`src/rtl/muldiv_seq.sv`:
```
// rtl/muldiv_seq.sv - iterative radix-2 multiply/divide unit with HI/LO registers
// One shift-add (multiply) or restoring shift-subtract (divide) step per clock, 32 steps per operation.
module muldiv_seq #(
   parameter int WIDTH = 32,
   parameter int CNT_W = 5
) (
   input  logic             clk,
   input  logic             rst,
   input  logic             pause,
   input  logic [2:0]       ctl,
   input  logic [WIDTH-1:0] rs,
   input  logic [WIDTH-1:0] rt,
   output logic             busy,
   output logic [WIDTH-1:0] hi,
   output logic [WIDTH-1:0] lo
);

   localparam logic [0:0] S_IDLE = 1'b0;
   localparam logic [0:0] S_RUN  = 1'b1;

   localparam logic [2:0] OP_MULT  = 3'd1;
   localparam logic [2:0] OP_MULTU = 3'd2;
   localparam logic [2:0] OP_DIV   = 3'd3;
   localparam logic [2:0] OP_DIVU  = 3'd4;
   localparam logic [2:0] OP_MTHI  = 3'd5;
   localparam logic [2:0] OP_MTLO  = 3'd6;

   logic [0:0]         state_q, state_d;
   logic [CNT_W-1:0]   cnt_q, cnt_d;
   logic               busy_q, busy_d;
   logic [WIDTH-1:0]   hi_q, hi_d, lo_q, lo_d;
   logic [2*WIDTH-1:0] acc_q, acc_d;
   logic [WIDTH-1:0]   b_q, b_d;
   logic               div_q, div_d;
   logic               neg_lo_q, neg_lo_d;
   logic               neg_hi_q, neg_hi_d;

   logic               is_signed, is_div, start;
   logic [WIDTH-1:0]   rs_mag, rt_mag;
   logic [WIDTH:0]     mul_sum, div_trial;
   logic [2*WIDTH-1:0] acc_step, prod_fix;

   assign is_signed = (ctl == OP_MULT) || (ctl == OP_DIV);
   assign is_div    = (ctl == OP_DIV) || (ctl == OP_DIVU);
   assign start     = (state_q == S_IDLE) && !pause &&
                      (ctl == OP_MULT || ctl == OP_MULTU || ctl == OP_DIV || ctl == OP_DIVU);
   assign rs_mag    = (is_signed && rs[WIDTH-1]) ? (~rs + 1'b1) : rs;
   assign rt_mag    = (is_signed && rt[WIDTH-1]) ? (~rt + 1'b1) : rt;

   // Multiply keeps {partial, multiplier} in acc; divide keeps {remainder, dividend/quotient}.
   assign mul_sum   = {1'b0, acc_q[2*WIDTH-1:WIDTH]} + (acc_q[0] ? {1'b0, b_q} : '0);
   assign div_trial = acc_q[2*WIDTH-1:WIDTH-1] - {1'b0, b_q};

   always_comb begin
      if (div_q) begin
         if (!div_trial[WIDTH])
            acc_step = {div_trial[WIDTH-1:0], acc_q[WIDTH-2:0], 1'b1};
         else
            acc_step = {acc_q[2*WIDTH-2:0], 1'b0};
      end else begin
         acc_step = {mul_sum, acc_q[WIDTH-1:1]};
      end
   end

   assign prod_fix = neg_lo_q ? (~acc_step + 1'b1) : acc_step;

   always_comb begin
      state_d  = state_q;
      cnt_d    = cnt_q;
      busy_d   = busy_q;
      hi_d     = hi_q;
      lo_d     = lo_q;
      acc_d    = acc_q;
      b_d      = b_q;
      div_d    = div_q;
      neg_lo_d = neg_lo_q;
      neg_hi_d = neg_hi_q;
      if (state_q == S_IDLE) begin
         if (start) begin
            state_d  = S_RUN;
            cnt_d    = '0;
            busy_d   = 1'b1;
            div_d    = is_div;
            acc_d    = {{WIDTH{1'b0}}, (is_div ? rs_mag : rt_mag)};
            b_d      = is_div ? rt_mag : rs_mag;
            // A zero divisor must leave the all-ones quotient un-negated.
            neg_lo_d = is_signed && (rs[WIDTH-1] ^ rt[WIDTH-1]) && !(is_div && rt == '0);
            neg_hi_d = is_signed && is_div && rs[WIDTH-1];
         end else if (!pause && ctl == OP_MTHI) begin
            hi_d = rs;
         end else if (!pause && ctl == OP_MTLO) begin
            lo_d = rs;
         end
      end else begin
         acc_d = acc_step;
         cnt_d = cnt_q + 1'b1;
         if (cnt_q == CNT_W'(WIDTH - 1)) begin
            state_d = S_IDLE;
            busy_d  = 1'b0;
            if (div_q) begin
               lo_d = neg_lo_q ? (~acc_step[WIDTH-1:0] + 1'b1) : acc_step[WIDTH-1:0];
               hi_d = neg_hi_q ? (~acc_step[2*WIDTH-1:WIDTH] + 1'b1) : acc_step[2*WIDTH-1:WIDTH];
            end else begin
               hi_d = prod_fix[2*WIDTH-1:WIDTH];
               lo_d = prod_fix[WIDTH-1:0];
            end
         end
      end
   end

   always_ff @(posedge clk or posedge rst) begin
      if (rst) begin
         state_q  <= S_IDLE;
         cnt_q    <= '0;
         busy_q   <= 1'b0;
         hi_q     <= '0;
         lo_q     <= '0;
         acc_q    <= '0;
         b_q      <= '0;
         div_q    <= 1'b0;
         neg_lo_q <= 1'b0;
         neg_hi_q <= 1'b0;
      end else begin
         state_q  <= state_d;
         cnt_q    <= cnt_d;
         busy_q   <= busy_d;
         hi_q     <= hi_d;
         lo_q     <= lo_d;
         acc_q    <= acc_d;
         b_q      <= b_d;
         div_q    <= div_d;
         neg_lo_q <= neg_lo_d;
         neg_hi_q <= neg_hi_d;
      end
   end

   assign busy = busy_q;
   assign hi   = hi_q;
   assign lo   = lo_q;

endmodule

```
`config.mk`:
```
export PLATFORM = sky130hd
export DESIGN_NAME = muldiv_seq
export DESIGN_NICKNAME = d
export VERILOG_FILES = /design/src/rtl/muldiv_seq.sv
export SDC_FILE = /design/constraint.sdc
export NUM_CORES = 1
export LEC_CHECK = 0
export CAP_MARGIN = 20
export CORE_ASPECT_RATIO = 1.5
export CORE_MARGIN = 2
export CORE_UTILIZATION = 25
export CTS_CLUSTER_DIAMETER = 120
export DETAILED_ROUTE_END_ITERATION = 8
export PLACE_DENSITY = 0.37
export SLEW_MARGIN = 20
export SYNTH_ARGS = -nofsm -noshare
export SYNTH_HDL_FRONTEND = slang
export SYNTH_SLANG_ARGS = --single-unit
```
`constraint.sdc`:
```
create_clock -name clk -period 8.8 [get_ports clk]
set_input_delay 1.76 -clock clk [delete_from_list [all_inputs] [get_ports clk]]
set_output_delay 1.76 -clock clk [all_outputs]
set_load 0.02 [all_outputs]
```
==> results of run 1 <==
## Yosys cell counts, types with 16 or more instances
| library cell | count |
|---|---|
| sky130_fd_sc_hd__and3_1 | 21 |
| sky130_fd_sc_hd__nand4_1 | 16 |
| sky130_fd_sc_hd__ha_1 | 70 |
| sky130_fd_sc_hd__o21ai_0 | 208 |
| sky130_fd_sc_hd__mux2i_1 | 49 |
| sky130_fd_sc_hd__inv_1 | 58 |
| sky130_fd_sc_hd__nor2_1 | 189 |
| sky130_fd_sc_hd__nand3_1 | 31 |
| sky130_fd_sc_hd__buf_1 | 21 |
| sky130_fd_sc_hd__nand2_1 | 310 |
| sky130_fd_sc_hd__nor3_1 | 35 |
| sky130_fd_sc_hd__a31oi_1 | 24 |
| sky130_fd_sc_hd__nand2b_1 | 19 |
| sky130_fd_sc_hd__and2_1 | 48 |
| sky130_fd_sc_hd__xor2_1 | 65 |
| sky130_fd_sc_hd__dfrtp_1 | 170 |
| sky130_fd_sc_hd__xnor2_1 | 95 |
| sky130_fd_sc_hd__clkbuf_1 | 91 |
| sky130_fd_sc_hd__or3_1 | 19 |
| sky130_fd_sc_hd__mux2_2 | 28 |
| sky130_fd_sc_hd__a21o_1 | 29 |
| sky130_fd_sc_hd__o221ai_1 | 18 |
| sky130_fd_sc_hd__a21oi_1 | 207 |
| sky130_fd_sc_hd__o31ai_1 | 32 |
| sky130_fd_sc_hd__a211oi_1 | 18 |
| sky130_fd_sc_hd__o211ai_1 | 18 |
## cell families after synthesis
family,after synthesis
AOI/OAI and AO/OA,677
xor gates and xnor gates,160
and+or+nand+nor,755
DFF,170
adders and majority gates,72
muxes,78
buffers and inverters,183
## area by class of cell
class | instances | area, µm²
Tap cell | 798 | 998
Sequential cell | 170 | 4260
Clock buffer | 17 | 425
Inverter | 59 | 229
Fill cell | 6760 | 43800
Clock inverter | 15 | 153
Multi-Input combinational cell | 1742 | 10800
Timing Repair Buffer | 170 | 1610
## state kept, by name (all words and copies together), names as in the netlist
signal,flops
hi,32
neg_hi_q,1
div_q,1
acc_q,64
lo,32
busy,1
b_q,32
cnt_q,5
state_q,1
neg_lo_q,1
## critical path, cell delays in order, from the launching register on
cell                        delay [ps]
sky130_fd_sc_hd__dfrtp_1           430
sky130_fd_sc_hd__ha_1              420
sky130_fd_sc_hd__a21oi_1           290
sky130_fd_sc_hd__o211ai_1          170
sky130_fd_sc_hd__a21boi_0          570
sky130_fd_sc_hd__a211oi_1          210
sky130_fd_sc_hd__o211a_1           280
sky130_fd_sc_hd__nand2_1           190
sky130_fd_sc_hd__a21boi_0          340
sky130_fd_sc_hd__ha_1              280
sky130_fd_sc_hd__o2111a_1          190
sky130_fd_sc_hd__nor4b_1           620
sky130_fd_sc_hd__nand4_1           340
sky130_fd_sc_hd__and2_1            290
sky130_fd_sc_hd__nand2b_1          210
sky130_fd_sc_hd__a2111oi_0         290
sky130_fd_sc_hd__nand4bb_1         260
sky130_fd_sc_hd__nor3_1            320
sky130_fd_sc_hd__a21oi_1           130
sky130_fd_sc_hd__xor2_1            200
sky130_fd_sc_hd__a21oi_1           180
sky130_fd_sc_hd__a21oi_1            80
## metrics by stage
stage,setup slack [ps],cells
after global routing,1770,2971
after global placement,2700,2939
final,2350,2971
after floorplan,2440,2095
after detailed placement,2470,2939
after CTS,2450,2971
## worst paths after layout
check                           from       to  cells after the start
min in group asynchronous        rst   lo[28]                      2
min                           hi[19]   hi[19]                      2
min reg2reg                   hi[19]   hi[19]                      2
max reg2reg                acc_q[42]   hi[16]                     21
max in group asynchronous        rst  state_q                      3
max                        acc_q[42]   hi[16]                     21
## layer usage
metal  up-vias  routed length (µm)
li1       7639                   -
met1      7834               29900
met2       363               42600
met3       111                1770
met4         0                4200
met5         -                   0
==> impl_summary.log, run 1 <==
[metrics] met3 GRT Util: 2.19%
[metrics] post-layout instance area: 0.0185 mm²
[metrics] synth top area cells: sky130_fd_sc_hd__dfrtp_1, sky130_fd_sc_hd__nand2_1, sky130_fd_sc_hd__o21ai_0, sky130_fd_sc_hd__a21oi_1, sky130_fd_sc_hd__ha_1
[metrics] Synth Area in Compound Gates: 26.5%
[metrics] Clock Skew: 20.0 ps
[metrics] final worst path period share: 73.3%
[metrics] CTS tree: yes
[metrics] final critical path time including I/O delays and setup: 6450 ps
[metrics] iteration count of the initial detailed-routing pass: 5
[metrics] wirelength, routed: 78.5 mm
[metrics] f_max: 155 MHz
[metrics] effective utilization at floorplan: 25.3%
[metrics] crit path DAT: 6780 ps
[metrics] status: finished clean
[metrics] count of routing violations after the opening detailed-route iteration: 1114
[metrics] Port-buffer cells: 134
[metrics] grt met2 use: 46.6%
[metrics] pin count of the biggest net entering global routing: 77
[metrics] Final Core Density: 29.7%
[metrics] number of ports placed on the die boundary: 135
[metrics] Netlist Area Pre-Place: 0.0158 mm²
[metrics] flop-to-flop setup slack: 2350 ps
[metrics] sum of overflow across all layers after global routing: 0
[metrics] prevailing post-synth register cell: sky130_fd_sc_hd__dfrtp_1
[metrics] area share of fa/ha/maj cells after synthesis: 5.81%
[metrics] buffer count from post-CTS setup fixing: 0
[metrics] post-synthesis net count: 2237
[metrics] post-DR wirelength/cell: 26.4 µm
[metrics] antenna violations before repair: 1
[metrics] share of async-settable or async-resettable flops after synthesis: 100%
[metrics] routed vias/inst: 5.37
[metrics] Critical Path RT: 9120 ps
[metrics] startpoint kind of the worst setup timing path: register
[metrics] root buf cell: sky130_fd_sc_hd__clkbuf_16
[metrics] largest family of logic cells by synthesized area: compound AO/OA/AOI/OAI gates
[metrics] capturing element type of the critical path: register
[metrics] post-CTS resize count: 0
[metrics] CP Class: register to register
[metrics] worst min-delay path class: register to register
[metrics] number of register bits inferred by synthesis: 170
[metrics] most used cells in the layout excluding fill and tap cells: sky130_fd_sc_hd__nand2_1, sky130_fd_sc_hd__o21ai_0, sky130_fd_sc_hd__a21oi_1
[metrics] xor and xnor area share after synthesis: 8.88%
[metrics] yosys warns: 0
[metrics] leading cell type in the layout, fill and taps excluded: sky130_fd_sc_hd__nand2_1
[metrics] Placement Cell Area: 0.0179 mm²
[metrics] antenna violation net count after detailed routing: 0
[metrics] count of flip-flops with a built-in enable after synthesis: 0
[metrics] number of buffers added by the clock tree synthesis step: 17
[metrics] clock network latency to the later pin of the worst-skew pair: 480 ps
[metrics] global-route wire length before repair: 114 mm
[metrics] core box area: 0.0624 mm²
[metrics] Detailed Place HPWL: 62.4 mm
[metrics] simple-gate area share of the yosys netlist: 22.1%
[metrics] multiplexer area fraction after synthesis: 5.18%
[metrics] Slew HR: 24.7%
[metrics] die height: 312 µm
[metrics] deepest level of the CTS H-tree: 4
[metrics] hold-fix buffer count after cts: 0
[metrics] n_diodes: 0
[metrics] number of hold violations in the final report: 0
[metrics] Cell variety after synth: 82
[metrics] total via count in the routed design: 15900
[metrics] nets@finish: 2302
[metrics] max-slew violation total from the final report: 0
[metrics] total negative slack: 0 ps
[metrics] total of endpoints with negative setup slack in the final report: 0
[metrics] fraction of the yosys area taken by sequential cells: 27.0%
[metrics] fraction of final layout cells sized beyond drive strength 1: 5.75%
[metrics] met1 track utilization from global routing: 25.4%
[metrics] Placer Congestion: 0.911
[metrics] Die Outline Area: 0.0652 mm²
[metrics] Overall Global Routing Usage: 24.0%
[metrics] synthesized netlist cell count: 2095
[metrics] Worst Path Max Fanout: 9
[metrics] portion of synthesized cell area occupied by the leading cell type: 27.0%
[metrics] Max Root-Sink Buffers: 2
[metrics] Post-Syn Area per Cell: 7.53 µm²
[metrics] smallest hold slack: 490 ps
[metrics] cell type contributing the most total cell area after synthesis: sky130_fd_sc_hd__dfrtp_1
[metrics] setup repair after global routing missed its margin: false
[metrics] count of clock tree sinks: 170
[metrics] Std-Cell Rows: 112
[metrics] clock-pin slew on the worst setup and hold paths: 80 ps
[metrics] detailed-route DRC error count: 0
[metrics] Die X: 209 µm
[metrics] max cap viols: 0
[metrics] most congested layer reported by global routing: met2
[metrics] number of global-route vias before repair: 16400
[metrics] Least-Margin Pin Slew: 1120 ps
[metrics] area growth from synthesis to layout: 17.4%
Power of run 1 is not shown: default switching activity piles up to over one toggle a cycle in this logic, so the estimate is an artifact.
==> run 2: changes to the inputs <==
clock period = 6.6 ns   (was 8.8 ns; I/O delays follow)
==> impl_summary.log, run 2 (synthesis gave the netlist of run 1 again) <==
[metrics] worst min-delay path class: register to register
[metrics] final critical path time including I/O delays and setup: 6030 ps
[metrics] count of cells along the worst hold path: 2
[metrics] post-DR wirelength/cell: 26.3 µm
[metrics] die height: 312 µm
[metrics] CP Class: register to register
[metrics] number of buffers added by the clock tree synthesis step: 17
[metrics] Placer Congestion: 0.923
[metrics] register bank with the most flops: acc_q
[metrics] root buf cell: sky130_fd_sc_hd__clkbuf_16
[metrics] Slew HR: 33.6%
[metrics] worst path cell trace: ha_1 > nand4_1 > a2111oi_2 > nand2_1 > a2111o_1 > o211a_1 > nand2_1 > a21boi_0 > ha_1 > o2111a_1 > nor4b_1 > buf_4 > nand4_1 > and2_1 > nand2b_1 > a2111oi_0 > nand4bb_1 > o31ai_1 > xnor2_1 > a221o_1
[metrics] core box area: 0.0624 mm²
[metrics] register cell area after layout: 0.00426 mm²
[metrics] fill cell instance count of the final layout: 6700
[metrics] total negative slack: 0 ps
[metrics] fraction of final layout cells sized beyond drive strength 1: 6.31%
[metrics] pin count of the biggest net entering global routing: 94
[metrics] deepest level of the CTS H-tree: 4
[metrics] number of ports placed on the die boundary: 135
[metrics] effective utilization at floorplan: 25.3%
[metrics] clock-pin slew on the worst setup and hold paths: 80 ps
[metrics] sum of overflow across all layers after global routing: 0
[metrics] setup repair after global routing missed its margin: false
[metrics] wirelength, routed: 78.5 mm
[metrics] Detailed Place HPWL: 62.6 mm
[metrics] total of endpoints with negative setup slack in the final report: 0
[metrics] Die X: 209 µm
[metrics] Die Outline Area: 0.0652 mm²
[metrics] detailed-route DRC error count: 0
[metrics] final worst path period share: 91.3%
[metrics] buffer count from post-CTS setup fixing: 0
[metrics] largest stage delay on the critical path: 630 ps
[metrics] capture endpoint of the worst hold path: hi[8]
[metrics] Std-Cell Rows: 112
[metrics] most used cells in the layout excluding fill and tap cells: sky130_fd_sc_hd__nand2_1, sky130_fd_sc_hd__o21ai_0, sky130_fd_sc_hd__a21oi_1
[metrics] Overall Global Routing Usage: 23.9%
[metrics] count of routing violations after the opening detailed-route iteration: 1056
[metrics] flop-to-flop setup slack: 570 ps
[metrics] global-route wire length before repair: 113 mm
[metrics] pre-CTS WS: 669 ps
[metrics] Max Root-Sink Buffers: 2
[metrics] iteration count of the initial detailed-routing pass: 5
[metrics] Worst Path Max Fanout: 8
[metrics] number of hold violations in the final report: 0
[metrics] nets@finish: 2315
[metrics] reg-to-reg critical path endpoint: hi[14]
[metrics] antenna violations before repair: 1
[metrics] startpoint kind of the worst setup timing path: register
[metrics] flip-flop count of the largest register, all copies and words added: 64
[metrics] total via count in the routed design: 16000
[metrics] Setup WS post-layout: 573 ps
[metrics] depth of the worst register-to-register path: 20
[metrics] clock network latency to the later pin of the worst-skew pair: 480 ps
[metrics] crit path DAT: 6380 ps
[metrics] post-CTS resize count: 0
[metrics] max cap viols: 0
[metrics] Port-buffer cells: 134
[metrics] hold-fix buffer count after cts: 0
[metrics] origin of the critical flop-to-flop path: acc_q[43]
[metrics] status: finished clean
[metrics] leading cell type in the layout, fill and taps excluded: sky130_fd_sc_hd__nand2_1
[metrics] f_max: 166 MHz
[metrics] Least-Margin Pin Slew: 996 ps
[metrics] hold path startpoint: hi[8]
[metrics] multi-input logic area: 0.0109 mm²
[metrics] routed vias/inst: 5.38
[metrics] count of clock tree sinks: 170
[metrics] slowest cell on the critical path: sky130_fd_sc_hd__o31ai_1
[metrics] capturing element type of the critical path: register
[metrics] Critical Path RT: 6950 ps
[metrics] Clock Skew: 19.9 ps
[metrics] antenna violation net count after detailed routing: 0
[metrics] area growth from synthesis to layout: 18.2%
[metrics] CTS tree: yes
[metrics] max-slew violation total from the final report: 0
[metrics] number of global-route vias before repair: 16000
==> run 2: changes by cell type in the layout (fill, tap and decap cells not counted), sizes merged <==
cell	previous run	this run
buf	36	49
diode	0	1
clkinvlp	0	3
clkinv	7	1
bufinv	0	1
inv	67	68
clkbuf	17	18
==> run 2: worst max path at each step <==
stage,startpoint,end,slack [ps]
6_report,acc_q[43],hi[14],570
5_1_grt,acc_q[42],hi[14],230
4_1_cts,acc_q[42],hi[14],640
3_5_place_dp,acc_q[43],hi[14],670
3_3_place_gp,acc_q[0],hi[31],790
2_1_floorplan,rst,acc_q[0],680
==> run 2: cell type report <==
| class | instances | share of cell area, % |
|---|---|---|
| sequential | 170 | 22.9 |
| antenna | 1 | 0.0134 |
| timing repair buffer | 183 | 9.23 |
| tap | 798 | 5.36 |
| clock inverter | 14 | 0.805 |
| clock buffer | 18 | 2.30 |
| inverter | 59 | 1.23 |
| multi-input combinational | 1742 | 58.2 |
==> run 2: critical path, delay by kind of cell, from the launching register on <==
family	cells	cell delay, ps
XOR/XNOR	1	160
flip-flops	1	420
adder cells (fa/ha/maj)	2	730
AND/OR/NAND/NOR	8	1700
buffers and inverters	1	190
AO/OA/AOI/OAI	8	2730
==> run 2: through the flow <==
stage | instances | instance area (µm²) | hold slack (ps) | util [%]
after CTS | 2984 | 18600 | 486 | 29.9
after global routing | 2984 | 18600 | 502 | 29.9
after floorplan | 2095 | 15800 | 449 | -
after global placement | 2952 | 18100 | 464 | 29.0
final | 2985 | 18600 | 484 | 29.9
after detailed placement | 2952 | 18100 | 471 | 29.0
==> run 2: layer usage <==
metal  vias up  track usage [%]  wire [µm]
met5         -                0          0
met4         0             13.4       4660
met3       121             1.89       2060
met2       412             45.9      42300
met1      7836             25.4      29400
li1       7680                -          -
Power of run 2 is left out for the same reason.
==> run 3: changes to the inputs <==
GPL_ROUTABILITY_DRIVEN = 0   (was unset)
==> results of run 3 <==
The final DEF is identical to that of run 2; final timing and power are the same.
Power of run 3 is left out for the same reason.
